**src/rtl/fsm_run_sequencer.sv**
```systemverilog
// rtl/fsm_run_sequencer.sv - batch job sequencer driving run/done core (optional watchdog: SEQ_TIMEOUT_EN)
module fsm_run_sequencer #(
    parameter int CNT_WIDTH      = 8,
    parameter int TIMEOUT_CYCLES = 64
) (
    input  logic                 clk,
    input  logic                 reset,
    input  logic                 i_start,
    input  logic [CNT_WIDTH-1:0] i_num_jobs,
    output logic                 o_run,
    input  logic                 i_done,
    output logic                 o_busy,
    output logic [CNT_WIDTH-1:0] o_job_cnt,
    output logic                 o_all_done,
    output logic                 o_timeout
);

    typedef enum logic [1:0] {
        S_IDLE = 2'd0,
        S_RUN  = 2'd1,
        S_WAIT = 2'd2,
        S_DONE = 2'd3
    } state_t;

    state_t               state_q, state_d;
    logic [CNT_WIDTH-1:0] job_cnt_q, job_cnt_d;
    logic [CNT_WIDTH-1:0] num_jobs_q, num_jobs_d;
    logic [CNT_WIDTH-1:0] cnt_inc;

    // Count after the job being acknowledged; compared before it is stored so it never wraps.
    assign cnt_inc = job_cnt_q + CNT_WIDTH'(1);

`ifdef SEQ_TIMEOUT_EN
    localparam int TW = $clog2(TIMEOUT_CYCLES + 1);
    localparam logic [TW-1:0] TMO_LIMIT = TW'(TIMEOUT_CYCLES - 1);

    logic [TW-1:0] tmo_cnt_q, tmo_cnt_d;
    logic          timeout_q, timeout_d;

    // Watchdog counter and sticky abort flag.
    always_ff @(posedge clk or posedge reset) begin
        if (reset) begin
            tmo_cnt_q <= '0;
            timeout_q <= 1'b0;
        end else begin
            tmo_cnt_q <= tmo_cnt_d;
            timeout_q <= timeout_d;
        end
    end

    assign o_timeout = timeout_q;
`else
    // No watchdog in this build; the comparison is constant false and keeps the port tied low.
    assign o_timeout = (TIMEOUT_CYCLES < 0);
`endif

    // State, progress counter and captured batch size.
    always_ff @(posedge clk or posedge reset) begin
        if (reset) begin
            state_q    <= S_IDLE;
            job_cnt_q  <= '0;
            num_jobs_q <= '0;
        end else begin
            state_q    <= state_d;
            job_cnt_q  <= job_cnt_d;
            num_jobs_q <= num_jobs_d;
        end
    end

    // Next-state logic: one run pulse per job, then wait for the core to acknowledge it.
    always_comb begin
        state_d    = state_q;
        job_cnt_d  = job_cnt_q;
        num_jobs_d = num_jobs_q;
`ifdef SEQ_TIMEOUT_EN
        tmo_cnt_d  = tmo_cnt_q;
        timeout_d  = timeout_q;
`endif
        case (state_q)
            S_IDLE: begin
                if (i_start) begin
                    num_jobs_d = i_num_jobs;
                    job_cnt_d  = '0;
`ifdef SEQ_TIMEOUT_EN
                    timeout_d  = 1'b0;
`endif
                    state_d    = (i_num_jobs == '0) ? S_DONE : S_RUN;
                end
            end
            S_RUN: begin
`ifdef SEQ_TIMEOUT_EN
                tmo_cnt_d = '0;
`endif
                state_d = S_WAIT;
            end
            S_WAIT: begin
                if (i_done) begin
                    job_cnt_d = cnt_inc;
                    state_d   = (cnt_inc == num_jobs_q) ? S_DONE : S_RUN;
                end
`ifdef SEQ_TIMEOUT_EN
                else if (tmo_cnt_q == TMO_LIMIT) begin
                    timeout_d = 1'b1;
                    state_d   = S_DONE;
                end else begin
                    tmo_cnt_d = tmo_cnt_q + TW'(1);
                end
`endif
            end
            S_DONE: begin
                state_d = S_IDLE;
            end
            default: begin
                state_d = S_IDLE;
            end
        endcase
    end

    assign o_run      = (state_q == S_RUN);
    assign o_busy     = (state_q != S_IDLE);
    assign o_all_done = (state_q == S_DONE);
    assign o_job_cnt  = job_cnt_q;

endmodule

```
**config.mk**
```make
export PLATFORM = sky130hd
export DESIGN_NAME = fsm_run_sequencer
export DESIGN_NICKNAME = d
export VERILOG_FILES = /design/src/rtl/fsm_run_sequencer.sv
export SDC_FILE = /design/constraint.sdc
export NUM_CORES = 1
export LEC_CHECK = 0
export ABC_CLOCK_PERIOD_IN_PS = 3070
export CORE_ASPECT_RATIO = 0.9
export CORE_MARGIN = 5
export CORE_UTILIZATION = 40
export DETAILED_ROUTE_END_ITERATION = 10
export DONT_BUFFER_PORTS = 1
export GPL_TIMING_DRIVEN = 0
export HOLD_SLACK_MARGIN = 0.08
export PLACE_DENSITY = 0.6
export SLEW_MARGIN = 20
export SYNTH_ARGS = -nofsm -noshare
export SYNTH_HDL_FRONTEND = slang
export SYNTH_SLANG_ARGS = --single-unit
```
**constraint.sdc**
```tcl
create_clock -name clk -period 3.07 [get_ports clk]
set_input_delay 0.614 -clock clk [delete_from_list [all_inputs] [get_ports clk]]
set_output_delay 0.614 -clock clk [all_outputs]
set_load 0.02 [all_outputs]
```
==> flow_summary.ini <==
[min_path]
hold_path_class = in -> async

[timing]
fin_worst_skew_ns = 0.00370
tightest_slew_ns = 0.702
setup_tns_ns = 0
setup-violations-final = 0
slew_headroom_pct = 53.1
period_minus_slack_ns = 1.90
fmax_mhz = 527
drv_slew = 0
rsz0062_at_grt = false
hold_viol_final = 0
period_share_pct = 61.8

[cells_and_area]
drive_gt1_share_pct = 18.4
num_antenna_cells = 0
final_common_cell = dfrtp_1
syn_to_final_growth_pct = 6.99
mostFrequentLayoutCells = dfrtp_1 (18), o21ai_0 (9), xnor2_1 (9)
fin_cells = 131
fill_cells = 228
nNetsFinal = 117

[pwr]
power_density_mw_per_mm2 = 809
leakage_nw = 0.467
ir_drop_v = 0.000362

[clock_network]
cts_tree = yes
ctsResizeCount = 0
clock_latency_ns = 0.29
numCtsBuffers = 3
cts_setup_buffers = 0
cts.sinks = 18
h-tree-depth = 1
clock_path_buffers = 2
cts_root_buf = clkbuf_4
cts_hold_buf = 0
clk_pin_slew_ns = 0.11

[detailed_routing]
wl_um = 2080
drt_iter0_drc = 11
dr.pass1.iters = 4
ant_nets = 0
routedWlPerCell_um = 15.9
vias = 711
drc = 0
vias_per_cell = 5.43

[floorplanning]
rows = 17
die_x_um = 63.2
die_h_um = 57.9
core_area_mm2 = 0.00245
start_util_pct = 41.7
die_area_mm2 = 0.00366
ios = 24

[synthesis]
synth_ff_type = dfrtp_1
yosys_warnings = 0
syn_area_mm2 = 0.00102
post-synth-top-area-cell = dfrtp_1
syn-num-nets = 112
synth.distinct_cells = 33
seq_area_frac_synth_pct = 44.2
synth-edff-count = 0
synth_cells = 99
yosysTopAreaCellShare_pct = 44.2
syn_area_per_cell_um2 = 10.3
async_flop_share_pct = 100
synth_seq_cells = 18
synthTopCellsByArea = dfrtp_1 (44%), mux2_2 (8.8%), xnor2_1 (7.7%)

[worst_setup_path]
crit_arrival_ns = 2.13
cp_slowest_cell = dfrtp_1
critPathMaxStageDelay_ns = 0.60
crit_path_start_kind = flop
crit_path_end_kind = flop
worstPathRequired_ns = 3.30
worstPathCellList = ha_1 -> nand3_1 -> xnor2_1 -> nor4_1 -> nand4_1 -> o21ai_1
worstRegToRegCells = 6
crit_type = reg -> reg
critPathMaxFanout = 7

[global_routing]
grt.overflow.total = 0
grt_pass1_vias = 803
antenna_found_initial = 0
grt_pass1_wl_um = 3710
grt_usage_pct = 12.8
grt_max_degree = 19

[place]
hpwlAfterDp_um = 1600
portBuffers = 0
gp_congestion = 0.760
place_inst = 127

[flow_run]
drv_cap = 0

[run_status]
status = finished clean
==> through the flow <==
stage	worst slack [ns]	total power, mW	instance area, um^2	hold WS (ns)	util (%)
3_5_place_dp	1.21	0.747	1050	0.523	43.1
2_1_floorplan	1.46	0.677	1020	0.501	-
5_1_grt	0.981	0.953	1090	0.364	44.6
6_report	1.17	0.883	1090	0.304	44.6
4_1_cts	1.17	0.901	1090	0.319	44.6
3_3_place_gp	1.22	0.741	1050	0.518	43.1
==> sequential cells by signal (all words and copies together), names as in the netlist <==
signal      count
num_jobs_q      8
o_job_cnt       8
state_q         2
==> area by class of cell <==
type	instances	area, um^2	share of cell area (%)
buffer	4	26.3	2.41
clock buffer	4	36.3	3.33
inverter	4	15.0	1.38
multi-input combinational	73	528	48.4
sequential	18	450	41.3
tap	28	35.0	3.21
==> path summary, 6_finish.rpt <==
path / endpoint / start / slack [ns]
worst max register to register: state_q[1] / o_job_cnt[0] / 1.17
worst min-delay path: o_job_cnt[4] / reset / 0.30
worst max-delay path: state_q[1] / o_job_cnt[0] / 1.17
max in group asynchronous: num_jobs_q[6] / reset / 2.32
worst min register to register: num_jobs_q[1] / num_jobs_q[1] / 0.54
min in group clk: num_jobs_q[6] / i_num_jobs[6] / 0.46
==> synthesized netlist by cell type, types with 2 or more instances <==
master    instances
dfrtp_1          18
nand4_1           2
a31oi_1           2
o31ai_1           5
mux2_2            8
nand3_1           2
clkbuf_1          2
nor2b_1           5
o21ai_0           9
nand2_1           4
nand2b_1          2
nor2_1            4
xnor2_1           9
nor4_1            2
xor2_1            3
inv_1             4
nor3_1            2
==> cell families (layout without fill, tap and decap cells) <==
family	count (synthesis)	after routing	synth area share, %
DFF	18	18	44.2
and+or+nand+nor	31	31	19.0
buffers and inverters	8	12	4.05
adders and majority gates	1	1	1.23
muxes	8	8	8.83
other	1	1	0.368
AOI/OAI and AO/OA	20	20	12.0
xor gates and xnor gates	12	12	10.3
==> where the power goes <==
part	switching [mW]	internal, mW
Sequential	0.0931	0.313
Clock	0.0752	0.0723
Combinational	0.165	0.164
Total	0.333	0.550
==> critical path, delay by kind of cell (launching register included) <==
kind / cells / cell delay, ns
flip-flops: 1 / 0.60
AO/OA/AOI/OAI: 1 / 0.13
XOR/XNOR: 1 / 0.18
adder cells (fa/ha/maj): 1 / 0.34
AND/OR/NAND/NOR: 3 / 0.60
==> layer usage <==
layer / wire length, um / global-route usage [%] / share of wire (%) / up-vias
li1: - / - / - / 351
met2: 995 / 21.7 / 48 / 22
met3: 140 / 5.43 / 6.7 / 2
met4: 14 / 4.15 / 0.67 / 0
met1: 932 / 14.6 / 45 / 336
met5: 0 / 0 / 0 / -
(Power assumes the default switching activity.)
